===== config.mk =====
export PLATFORM = sky130hd
export DESIGN_NAME = seven_seg_capture
export DESIGN_NICKNAME = d
export VERILOG_FILES = /design/src/rtl/seven_seg_capture.sv
export SDC_FILE = /design/constraint.sdc
export NUM_CORES = 1
export LEC_CHECK = 0
export CAP_MARGIN = 40
export CORE_ASPECT_RATIO = 0.5
export CORE_MARGIN = 8
export CORE_UTILIZATION = 47
export CTS_CLUSTER_SIZE = 14
export DETAILED_ROUTE_END_ITERATION = 8
export MAX_ROUTING_LAYER = met4
export PLACE_DENSITY = 0.67
export SYNTH_ARGS = -nofsm -noshare
export SYNTH_HDL_FRONTEND = slang
export SYNTH_SLANG_ARGS = --single-unit

===== constraint.sdc =====
create_clock -name clk -period 4.4 [get_ports clk]
set_input_delay 1.32 -clock clk [delete_from_list [all_inputs] [get_ports clk]]
set_output_delay 1.32 -clock clk [all_outputs]
set_load 0.02 [all_outputs]

===== src/rtl/seven_seg_capture.sv =====
// seven_seg_capture: samples a multiplexed active-low seven-segment bus, debounces each digit,
// decodes it back to a nybble and reassembles the four digits into a 16-bit word.
module seven_seg_capture #(
   parameter int STABLE_CYCLES = 4
) (
   input  logic        clk,
   input  logic        rst,
   input  logic [7:0]  seg,
   input  logic [3:0]  an,
   output logic [15:0] word,
   output logic        valid,
   output logic        error,
   output logic [1:0]  err_digit
);
   logic [11:0] prev;
   logic [3:0]  cnt;
   logic [3:0]  captured;
   logic [15:0] shadow;
   logic [3:0]  sel;
   logic        onehot;
   logic        stable;
   logic        accept;
   logic [1:0]  idx;
   logic        code_ok;
   logic [3:0]  nyb;
   logic [3:0]  cap_next;
   logic [15:0] merged;

   always_comb begin
      sel      = ~an;
      onehot   = (sel != 4'd0) && ((sel & (sel - 4'd1)) == 4'd0);
      stable   = onehot && ({an, seg} == prev);
      accept   = stable && (cnt == 4'(STABLE_CYCLES - 2));
      idx      = sel[1] ? 2'd1 : sel[2] ? 2'd2 : sel[3] ? 2'd3 : 2'd0;
      code_ok  = 1'b1;
      nyb      = 4'h0;
      // dp (seg[7]) plays no part in the decoded value
      case (seg[6:0])
         7'h40: nyb = 4'h0;
         7'h79: nyb = 4'h1;
         7'h24: nyb = 4'h2;
         7'h30: nyb = 4'h3;
         7'h19: nyb = 4'h4;
         7'h12: nyb = 4'h5;
         7'h02: nyb = 4'h6;
         7'h78: nyb = 4'h7;
         7'h00: nyb = 4'h8;
         7'h10: nyb = 4'h9;
         7'h08: nyb = 4'hA;
         7'h03: nyb = 4'hB;
         7'h46: nyb = 4'hC;
         7'h21: nyb = 4'hD;
         7'h06: nyb = 4'hE;
         7'h0E: nyb = 4'hF;
         default: code_ok = 1'b0;
      endcase
      merged                  = shadow;
      merged[{idx, 2'b00} +: 4] = nyb;
      cap_next                = captured | (4'b0001 << idx);
   end

   always_ff @(posedge clk) begin
      if (rst) begin
         prev      <= 12'hFFF;
         cnt       <= 4'd0;
         captured  <= 4'd0;
         shadow    <= 16'h0;
         word      <= 16'h0;
         valid     <= 1'b0;
         error     <= 1'b0;
         err_digit <= 2'd0;
      end else begin
         prev  <= {an, seg};
         cnt   <= !stable ? 4'd0 : (cnt == 4'(STABLE_CYCLES - 1)) ? cnt : cnt + 4'd1;
         valid <= 1'b0;
         error <= 1'b0;
         if (accept && code_ok) begin
            shadow <= merged;
            if (cap_next == 4'hF) begin
               word     <= merged;
               valid    <= 1'b1;
               captured <= 4'd0;
            end else begin
               captured <= cap_next;
            end
         end else if (accept) begin
            error          <= 1'b1;
            err_digit      <= idx;
            captured[idx]  <= 1'b0;
         end
      end
   end
endmodule


---- Word level (Yosys, flattened, before mapping) ----
Index checks and enable logic that the tools add are counted.
storage, ports and cells
  register bits after elaboration ......... 56
  input bits .............................. 14
  output and inout port bits .............. 20
operators by class
  add/sub/neg operators ................... 3
  magnitude comparators ................... 2
  equal/unequal tests ..................... 19
  shift-type cells ........................ 3
  muxes and demuxes ....................... 13
  bitwise logic cells ..................... 7
  reductions and logical operators ........ 15
operators with widths
  cell                                                                    count
  4-bit one-hot mux with 15 select lines                                  1
  7-bit == test, second input constant                                    4
  7-bit by 5-bit == test with 1-bit output, second input constant         3
  7-bit by 6-bit == test with 1-bit output, second input constant         3
  16-bit bitwise mux                                                      1
  16-bit OR reduction                                                     1
  4-bit by 6-bit variable shift with 16-bit output, first input constant  1
  4-bit by 6-bit indexed part select with 16-bit output                   1
  7-bit by 2-bit == test with 1-bit output, second input constant         2
  7-bit by 4-bit == test with 1-bit output, second input constant         2
  12-bit == test                                                          1
  4-bit 2-to-1 mux                                                        3
  4-bit AND                                                               2
  4-bit by 2-bit == test with 1-bit output, second input constant         2
  4-bit inverter                                                          2
  7-bit by 3-bit == test with 1-bit output, second input constant         1
  7-bit logical NOT                                                       1
  2-bit 2-to-1 mux                                                        3
  4-bit negator with 6-bit output                                         1
  2-bit OR reduction                                                      3
  1-bit logical AND                                                       5
  4-bit by 1-bit adder with 4-bit output, second input constant           1
  4-bit == test, second input constant                                    1
  4-bit logical NOT                                                       1
  11 further kinds                                                        16

---- Depth between registers and ports, before layout ----
Gate-level depths: netlist of the first run.
  depth in word-level cells ............... 12
  mapped depth ............................ 9
  mapped depth without buffers ............ 7

---- Worst setup path after synthesis of the first run ----
OpenSTA, ideal clock, no wires.
  path kind ............................... in2reg
  start ................................... input port seg[0]
  end ..................................... register word[4]
  library setup time ...................... 0.135 ns
  arrival ................................. 3.187 ns
  required time ........................... 4.265 ns
  slack ................................... 1.078 ns
  stages .................................. 8
  cell sequence ........................... or3_1 or4b_1 and3_1 buf_6 a211o_1 buf_6 o211ai_2 o31ai_2
between the ends
  longest elaborated chain between the ends .. 5
  elaborated cells on any way between the ends .. 26
  classes of those cells .................. 16 x eq/ne; 1 x shift; 3 x mux; 6 x reduce/logical
RTL lines
  what                                                                                                           line  RTL
  start: declaration                                                                                             8     input logic [7:0] seg,
  parallel branches: the longest is 5 deep, another holds 4-bit by 6-bit indexed part select with 16-bit output  --
  end signal: assignment                                                                                         80    word <= merged;
  end: declaration                                                                                               10    output logic [15:0] word,
Several ways; the timed one is not identified.
A chain may end at the register's enable or synchronous reset.

---- Worst setup path after layout of the first run ----
  start ................................... input port seg[0]
  end ..................................... register word[1]
The elaborated chain is that of the path after synthesis.

==> metrics.yaml, run 1 <==
worst_setup_path:
  crit_type: "in -> reg"
  critical_path.max_fanout: 10
  crit_arrival_ns: 3.92
  cp-start-kind: "input port"
  crit_required_ns: 4.62
  slowest_stage: "or4b_1"
  r2r_end: "word[8]$_SDFFE_PP0P_"
  worst-r2r-cell-count: 5
  rrSetupSlack_ns: 2.20
  cp.depth: 8
  worst-path-buf-inv: 2
  r2r-start: "prev[6]$_SDFF_PP1_"
  cp_cell_sequence: "clkdlybuf4s50_1 > or3_1 > or4b_1 > and3_1 > and2_1 > nor3_4 > buf_4 > mux2i_1"
  end_kind: "register"
  crit_family: "simple AND/OR/NAND/NOR gates"
  max_stage_delay_ns: 0.51
cts:
  htreeDepth: 2
  numCtsBuffers: 5
  cts.sinks: 56
  cts_setup_buffers: 0
  cts_tree: "yes"
  clk_transition_reported_paths_ns: 0.07
  cts_hold_buf: 0
  clk_path_buf_depth: 2
  root_buffer: "clkbuf_16"
  cts_resized: 0
  clock_latency_ns: 0.30
grt:
  overflow: 0
  grt_max_degree: 32
  antenna_found_initial: 0
  grt_util_all_layers_pct: 16.7
  grt_pass1_wl_mm: 12.1
  first_global_vias: 2451
pwr:
  switching_share_pct: 24.5
  combPwrFrac_pct: 11.0
  pwr-share-clk_pct: 38.8
  p_per_area_mw_per_mm2: 292
  total_leakage_power_nw: 1.27
  p_sw_w: 0.000251
  intPower_w: 0.000774
  pwr-share-seq_pct: 50.3
  ir_worst_vdd_mv: 0.164
synth:
  yosys.area.top_type: "dfxtp_1"
  synth_seq_cells: 56
  synth_flop_cell: "dfxtp_1"
  synth.distinct_cells: 53
  synth.top_cells.by_count: "56 x dfxtp_1, 37 x nand2_1, 19 x clkbuf_1, 19 x o21ai_0"
  syn_inst: 336
  yosysMostFrequentCell: "dfxtp_1"
  syn_avg_cell_area_um2: 8.60
  syn_area_mm2: 0.00289
  synthTopCellsByArea: "dfxtp_1 39%, mux2i_1 6.2%, nand2_1 4.8%"
  syn_nets: 352
  ys_seq_area_share_pct: 38.8
  async_flop_share_pct: 0
  netlist.area_leader.share_pct: 38.8
  yosysWarnings: 0
  synth-edff-count: 0
job:
  maxCapViolCount: 0
min_path:
  hold_path_depth: 2
  min_from: "word[15]$_SDFFE_PP0P_"
  whs_endpoint: "word[15]$_SDFFE_PP0P_"
  min_path_type: "reg -> reg"
sta:
  report.final.slew_viol_count: 0
  finalCritPeriodShare_pct: 84.0
  fin_crit_ns: 3.70
  fmax_mhz: 271
  worstMarginPinSlew_ns: 0.628
  holdWs_ns: 0.459
  hold_viol_final: 0
  final-setup-viol-count: 0
  rsz0062_at_grt: "false"
  clock_skew_ns: 0.00968
  tns_ns: 0
  relSlewSlack_pct: 58.1
die:
  initial_core_util_pct: 48.1
  dieArea_mm2: 0.00907
  io_pins: 34
  core_mm2: 0.00601
  num_rows: 20
  dieHeight_um: 71.5
  die_x_um: 127
layout:
  area_delta_synth_final_pct: 21.6
  antenna_cells: 0
  fill_cells: 554
  drive_above_1_share_pct: 14.2
  fin_nets: 387
route:
  ant_nets: 0
  wl_met1_mm: 3.63
  vias_per_cell: 5.76
  dr.first_iter.drc_count: 263
  wire_per_inst_um: 16.0
  routed-wl-met2_mm: 3.16
  drc: 0
  num_vias: 2585
  met3_length_um: 337
  highest_layer: "met4"
  wl_mm: 7.18
  dr.pass1.iters: 4
outcome:
  outcome: "complete, no violations"
place:
  hpwl_mm: 5.20
  io_buffers: 33
  gp_congestion: 0.812
-- metrics by stage --
step / area [um2] / total power, W / cells / setup WS, ns / utilization, %
final: 3510 / 0.00102 / 449 / 0.704 / 58.5
after global routing: 3510 / 0.00107 / 449 / 0.575 / 58.5
after CTS: 3510 / 0.00103 / 449 / 0.688 / 58.5
after detailed placement: 3370 / 0.000639 / 441 / 0.395 / 56.1
after global placement: 3340 / 0.000635 / 440 / 0.471 / 55.6
after floorplan: 2890 / 0.000595 / 336 / 1.08 / -
-- final cells by class --
class                           count  area (um2)  share of cell area (%)
Clock inverter                      2        16.3                   0.463
Tap cell                           77        96.3                    2.74
Inverter                            5        18.8                   0.534
Sequential cell                    56        1120                    31.9
Timing Repair Buffer               53         500                    14.2
Multi-Input combinational cell    250        1630                    46.4
Clock buffer                        6         129                    3.67
-- power groups by stage --
stage	clock network, W	registers [W]	logic (W)
after floorplan	0	0.000526	0.0000690
after global placement	0	0.000527	0.000108
after detailed placement	0	0.000527	0.000112
after CTS	0.000403	0.000515	0.000112
after global routing	0.000425	0.000515	0.000125
final	0.000397	0.000515	0.000113
-- worst max path at each step --
stage	start	end	slack (ns)
detailed placement	seg[0]	word[1]$_SDFFE_PP0P_	0.39
floorplan	seg[0]	word[4]$_SDFFE_PP0P_	1.08
global route	seg[4]	word[1]$_SDFFE_PP0P_	0.57
finish	seg[0]	word[1]$_SDFFE_PP0P_	0.70
global placement	seg[0]	word[14]$_SDFFE_PP0P_	0.47
CTS	seg[0]	word[1]$_SDFFE_PP0P_	0.69
-- metal layers --
metal | up-vias | global-route usage (%)
li1 | 1286 | -
met1 | 1240 | 22.2
met2 | 55 | 25.4
met3 | 4 | 3.77
met4 | 0 | 3.66
met5 | - | -
-- worst min-delay path: stages (launching register included) --
cell,delay [ns]
dfxtp_1,0.31
nand2_1,0.05
mux2i_1,0.05
-- registers in the layout (all words and copies together), names as in the netlist --
register and flops:
word 16, valid 1, prev 12, captured 4
err_digit 2, shadow 16, cnt 4, error 1
-- cells in the final DEF (no fill, tap or decap), types with 4 or more instances in the layout --
cell / n
dfxtp_1: 56
nand2_1: 37
clkdlybuf4s50_1: 33
o21ai_0: 19
buf_4: 19
nor2_1: 18
mux2i_1: 18
nand3_1: 15
or2_2: 14
a21oi_1: 12
xnor2_1: 11
o211ai_1: 10
nor3_1: 8
a21o_1: 7
inv_1: 5
nand2b_1: 5
a211oi_1: 5
o21ai_1: 5
o211ai_2: 5
clkbuf_16: 5
o2111ai_1: 4
or3_1: 4
a211o_1: 4
-- kinds of logic after synthesis --
family | share of synthesized area [%]
buffers and inverters | 4.76
adder cells (fa/ha/maj) | 0.866
AND/OR/NAND/NOR | 22.3
flip-flops | 38.8
AO/OA/AOI/OAI | 21.9
XOR/XNOR | 3.94
multiplexers | 7.40
Power figures use the tool's default switching activity.
==> run 2: changes to the inputs <==
--- a/config.mk
+++ b/config.mk
@@ -12,7 +12,7 @@
 export CTS_CLUSTER_SIZE = 14
 export DETAILED_ROUTE_END_ITERATION = 8
 export MAX_ROUTING_LAYER = met4
-export PLACE_DENSITY = 0.67
+export PLACE_DENSITY = 0.7
 export SYNTH_ARGS = -nofsm -noshare
 export SYNTH_HDL_FRONTEND = slang
 export SYNTH_SLANG_ARGS = --single-unit
==> constraint.sdc (replaced) <==
create_clock -name clk -period 3.35 [get_ports clk]
set_input_delay 1.005 -clock clk [delete_from_list [all_inputs] [get_ports clk]]
set_output_delay 1.005 -clock clk [all_outputs]
set_load 0.02 [all_outputs]
==> run 2 against run 1 <==
Clock power rose by 33%. Die area did not move. Cell count rose by 5.1%. Critical path type unchanged. Sequential share of layout area fell by 1.5 points. Largest power group unchanged. Via count rose by 5.1%. Total power rose by 33%.
==> metrics.yaml, run 2 (same netlist as run 1, synthesis figures left out) <==
worst_setup_path:
  cp_cell_sequence: "clkdlybuf4s50_1 > buf_4 > or3b_2 > o21a_1 > o221a_2 > and2_1 > nor3_4 > buf_6 > mux2i_1"
  worst-path-buf-inv: 3
  crit_arrival_ns: 3.45
  end_kind: "register"
  crit_required_ns: 3.57
  max_stage_delay_ns: 0.48
  slowest_stage: "or3b_2"
  crit_family: "simple AND/OR/NAND/NOR gates"
  rrSetupSlack_ns: 1.31
  cp-start-kind: "input port"
  crit_type: "in -> reg"
  critical_path.max_fanout: 10
sta:
  worstMarginPinSlew_ns: 0.701
  hold_viol_final: 0
  rsz0062_at_grt: "false"
  finalCritPeriodShare_pct: 96.2
  clock_skew_ns: 0.00282
  fin_crit_ns: 3.22
  relSlewSlack_pct: 53.2
  report.final.slew_viol_count: 0
  final-setup-viol-count: 0
  fmax_mhz: 310
die:
  dieArea_mm2: 0.00907
  dieHeight_um: 71.5
  initial_core_util_pct: 48.1
  core_mm2: 0.00601
  io_pins: 34
  die_x_um: 127
  num_rows: 20
cts:
  htreeDepth: 2
  cts.sinks: 56
  clk_path_buf_depth: 2
  root_buffer: "clkbuf_16"
  cts_resized: 0
  cts_tree: "yes"
  clock_latency_ns: 0.29
  cts_setup_buffers: 0
  cts_hold_buf: 0
  clk_transition_reported_paths_ns: 0.07
  numCtsBuffers: 5
route:
  wire_per_inst_um: 16.1
  num_vias: 2717
  dr.pass1.iters: 4
  vias_per_cell: 5.76
  dr.first_iter.drc_count: 226
  wl_mm: 7.59
  ant_nets: 0
  drc: 0
pwr:
  pwr-share-clk_pct: 38.7
  intPower_w: 0.00102
  total_leakage_power_nw: 1.38
  pwr-share-seq_pct: 49.6
  combPwrFrac_pct: 11.7
  p_sw_w: 0.000340
  p_per_area_mw_per_mm2: 370
  power_w: 0.00136
  ir_worst_vdd_mv: 0.204
  switching_share_pct: 24.9
grt:
  first_global_vias: 2675
  top_usage_layer: "met2"
  gr-usage-met3_pct: 3.26
  grt_use_met2_pct: 28.1
  use_met1_pct: 23.0
  overflow: 0
  grt_pass1_wl_mm: 12.8
  grt_max_degree: 30
  grt_util_all_layers_pct: 17.8
  antenna_found_initial: 0
layout:
  antenna_cells: 0
  area_delta_synth_final_pct: 27.4
  layout_commonest_cell: "dfxtp_1"
  fin_nets: 410
  largestRegisters: "shadow: 16 flops, word: 16 flops, prev: 12 flops"
  drive_above_1_share_pct: 19.5
  stdcell_count: 472
  design_area_mm2: 0.00368
  layout_common_cells: "56 x dfxtp_1, 41 x buf_4, 37 x nand2_1, 33 x clkdlybuf4s50_1, 19 x o21ai_0"
min_path:
  min_path_type: "reg -> reg"
place:
  io_buffers: 33
  gp_congestion: 0.867
  placed_cell_area_mm2: 0.00353
  place_inst: 464
  hpwl_mm: 5.68
job:
  maxCapViolCount: 0
outcome:
  outcome: "complete, no violations"
## run 2: changes by cell type in the layout (fill, tap and decap cells not counted), sizes merged
cell / delta
buf: +23
clkbuf: -1
inv: +1
## run 2: cell type report
class / instances / area, um2
fill: 543 / 2320
multi-input combinational: 250 / 1630
sequential: 56 / 1120
timing repair buffer: 76 / 669
clock buffer: 5 / 125
tap: 77 / 96.3
clock inverter: 3 / 21.3
inverter: 5 / 18.8
## run 2: routing by layer
metal	wire length [um]	up-vias
li1	-	1339
met3	382	7
met4	95	0
met1	3600	1304
met5	0	-
met2	3510	67
## run 2: worst paths after layout
kind,from,endpoint,cells after the start
hold reg to reg,word[6]$_SDFFE_PP0P_,word[6]$_SDFFE_PP0P_,2
hold / removal,word[6]$_SDFFE_PP0P_,word[6]$_SDFFE_PP0P_,2
setup / recovery,seg[0],word[7]$_SDFFE_PP0P_,9
setup reg to reg,prev[0]$_SDFF_PP1_,word[7]$_SDFFE_PP0P_,8
## run 2: metrics by stage
stage,TNS (ns),worst slack (ns),utilization (%),hold slack [ns]
floorplan,0,0.343,-,0.436
global placement,-1.61,-0.120,58.8,0.443
detailed placement,-3.49,-0.239,58.8,0.452
CTS,0,0.0862,61.3,0.465
global route,0,0.0369,61.3,0.487
finish,0,0.126,61.3,0.459
## run 2: tightest hold or removal path: stages (launching register included)
cell and delay [ns]:
dfxtp_1 0.31, nand2_1 0.05, mux2i_1 0.05
## run 2: power by group through the flow
| stage | logic [W] | registers [W] | clock network [W] |
|---|---|---|---|
| 2_1_floorplan | 0.0000906 | 0.000691 | 0 |
| 3_3_place_gp | 0.000156 | 0.000692 | 0 |
| 3_5_place_dp | 0.000157 | 0.000692 | 0 |
| 4_1_cts | 0.000158 | 0.000677 | 0.000541 |
| 5_1_grt | 0.000175 | 0.000677 | 0.000568 |
| 6_report | 0.000159 | 0.000677 | 0.000528 |
==> run 3: changes to the inputs <==
--- a/config.mk
+++ b/config.mk
@@ -5,6 +5,7 @@
 export SDC_FILE = /design/constraint.sdc
 export NUM_CORES = 1
 export LEC_CHECK = 0
+export ABC_AREA = 1
 export CAP_MARGIN = 40
 export CORE_ASPECT_RATIO = 0.5
 export CORE_MARGIN = 8
@@ -12,7 +13,7 @@
 export CTS_CLUSTER_SIZE = 14
 export DETAILED_ROUTE_END_ITERATION = 8
 export MAX_ROUTING_LAYER = met4
-export PLACE_DENSITY = 0.7
+export PLACE_DENSITY = 0.69
 export SYNTH_ARGS = -nofsm -noshare
 export SYNTH_HDL_FRONTEND = slang
 export SYNTH_SLANG_ARGS = --single-unit
==> run 3 against run 2 <==
Non-clock buffer count shrank 34. Sequential share of layout area rose by 0.37 points. Setup slack improved by 0.32 ns. Design area is 1.2% lower. Register-to-register slack improved by 0.18 ns. Cell count up 33%. Critical path type unchanged. Highest routed layer unchanged.
==> metrics.yaml, run 3 <==
outcome:
  outcome: "complete, no violations"
route:
  ant_nets: 0
  dr.pass1.iters: 5
  wl_mm: 6.99
  wire_per_inst_um: 11.2
  vias_per_cell: 4.72
  num_vias: 2958
  drc: 0
  dr.first_iter.drc_count: 204
grt:
  overflow: 0
  grt_pass1_wl_mm: 12.3
  grt_max_degree: 27
  grt_util_all_layers_pct: 16.3
  first_global_vias: 2691
  antenna_found_initial: 0
pwr:
  combPwrFrac_pct: 10.1
  intPower_w: 0.000999
  pwr-share-clk_pct: 39.4
  p_per_area_mw_per_mm2: 368
  total_leakage_power_nw: 1.88
  switching_share_pct: 25.4
  p_sw_w: 0.000339
  pwr-share-seq_pct: 50.5
  ir_worst_vdd_mv: 0.172
layout:
  design_area_mm2: 0.00364
  fill_cells: 631
  antenna_cells: 0
  stdcell_count: 627
  layout_common_cells: "185 x nand2_1, 83 x nor2_1, 56 x inv_1, 56 x dfxtp_1, 40 x nand3_1"
  layout_commonest_cell: "nand2_1"
  fin_nets: 554
  area_delta_synth_final_pct: 18.6
  drive_above_1_share_pct: 7.42
  largestRegisters: "shadow: 16 flops, word: 16 flops, prev: 12 flops"
synth:
  yosysMostFrequentCell: "nand2_1"
  syn_area_mm2: 0.00307
  netlist.area_leader.share_pct: 36.5
  ys_seq_area_share_pct: 36.5
  yosysWarnings: 0
  syn_nets: 517
  synth_seq_cells: 56
  synth.mux.area_fraction_pct: 0
  yosys.area.top_type: "dfxtp_1"
  synth_top_family_by_area: "simple AND/OR/NAND/NOR gates"
  syn_avg_cell_area_um2: 6.12
  synthTopCellsByArea: "dfxtp_1 37%, nand2_1 23%, nor2_1 10%"
  synth.top_cells.by_count: "185 x nand2_1, 83 x nor2_1, 56 x dfxtp_1, 56 x inv_1, 40 x nand3_1"
  syn_inst: 501
  synth_flop_cell: "dfxtp_1"
  synth_xor_area_share_pct: 1.14
  synth_fa_ha_area_share_pct: 0.816
  synth-edff-count: 0
  async_flop_share_pct: 0
  yosys.area_share.simple_pct: 46.1
  synth_compound_area_share_pct: 4.98
  synth.distinct_cells: 33
worst_setup_path:
  crit_type: "in -> reg"
  cp-start-kind: "input port"
  crit_arrival_ns: 3.10
  critical_path.max_fanout: 26
  end_kind: "register"
  crit_required_ns: 3.54
die:
  dieHeight_um: 73.1
  num_rows: 20
  initial_core_util_pct: 49.6
  io_pins: 34
  die_x_um: 130
  core_mm2: 0.00618
  dieArea_mm2: 0.00953
cts:
  cts_resized: 0
  cts_setup_buffers: 0
  htreeDepth: 2
  numCtsBuffers: 5
  clk_path_buf_depth: 2
  clock_latency_ns: 0.30
  cts_tree: "yes"
  clk_transition_reported_paths_ns: 0.07
  root_buffer: "clkbuf_16"
  cts.sinks: 56
  cts_hold_buf: 0
sta:
  tns_ns: 0
  layout_setup_ws_ns: 0.446
  hold_viol_final: 0
  fin_crit_ns: 2.90
  clock_skew_ns: 0.00770
  final-setup-viol-count: 0
  rsz0062_at_grt: "false"
  worstMarginPinSlew_ns: 0.516
  fmax_mhz: 344
  relSlewSlack_pct: 65.6
  finalCritPeriodShare_pct: 86.7
  report.final.slew_viol_count: 0
job:
  maxCapViolCount: 0
place:
  placed_cell_area_mm2: 0.00349
  preCtsSetupSlack_ns: 0.125
  place_inst: 619
  io_buffers: 33
  hpwl_mm: 5.28
  gp_congestion: 0.884
min_path:
  min_path_type: "reg -> reg"
## run 3: cell types whose count changed in the layout (fill, tap and decap cells not counted), moves of 18 or more
cell	previous run	this run
nor2_1	18	83
mux2i_1	18	0
buf_4	41	9
nand2_1	37	185
nand3_1	15	40
inv_1	5	56
## run 3: stage by stage
stage	hold slack (ns)	total power (W)	util [%]
floorplan	0.435	0.000778	-
global placement	0.453	0.000827	56.5
detailed placement	0.457	0.000826	56.5
CTS	0.467	0.00135	58.9
global route	0.492	0.00140	58.9
finish	0.464	0.00134	58.9
## run 3: worst max-delay path: stages
cell and delay (ns):
clkdlybuf4s50_1 0.56, inv_1 0.15, nand2_1 0.16, inv_1 0.07, nand3_1 0.08, nand2_1 0.11, nor2_4 0.21, nand2_2 0.20
nand3_4 0.31, nand2_1 0.09, nand2_1 0.08, nor2_1 0.05
## run 3: layout make-up
cell class              instances  area (um2)  share of cell area (%)
repair buffers                 42         398                    10.9
inverters                      63         239                    6.57
multi-input cells             370        1630                    44.7
flip-flops and latches         56        1120                    30.8
clock inverters                 2        16.3                   0.447
clock buffers                   6         129                    3.54
well taps                      88         110                    3.03
## run 3: per-layer routing
metal  GRT usage, %  share of wire, %  vias up
met5              -                 0        -
met4           3.83              0.94        0
met3           3.72               5.5        7
met2           24.5                42       58
met1           21.6                51     1288
li1               -                 -     1605
## run 3: worst paths after layout
kind	from	endpoint	slack [ns]	cells past startpoint
max	seg[5]	word[0]$_SDFFE_PP0P_	0.45	12
min	word[4]$_SDFFE_PP0P_	word[4]$_SDFFE_PP0P_	0.46	2
max reg2reg	prev[10]$_SDFF_PP1_	word[10]$_SDFFE_PP0P_	1.49	8
min reg2reg	word[4]$_SDFFE_PP0P_	word[4]$_SDFFE_PP0P_	0.46	2
## run 3: power by group through the flow
stage | logic, W | clock network [W] | registers, W
final | 0.000135 | 0.000527 | 0.000676
after global placement | 0.000135 | 0 | 0.000692
after floorplan | 0.0000861 | 0 | 0.000691
after detailed placement | 0.000134 | 0 | 0.000692
after global routing | 0.000153 | 0.000570 | 0.000677
after CTS | 0.000135 | 0.000544 | 0.000676
## run 3: cell families (layout without fill, tap and decap cells)
kind of cell               Yosys count  after routing
adders and majority gates            2              2
xor gates and xnor gates             4              4
DFF                                 56             56
buffers and inverters               75            113
and+or+nand+nor                    335            335
AOI/OAI and AO/OA                   29             29
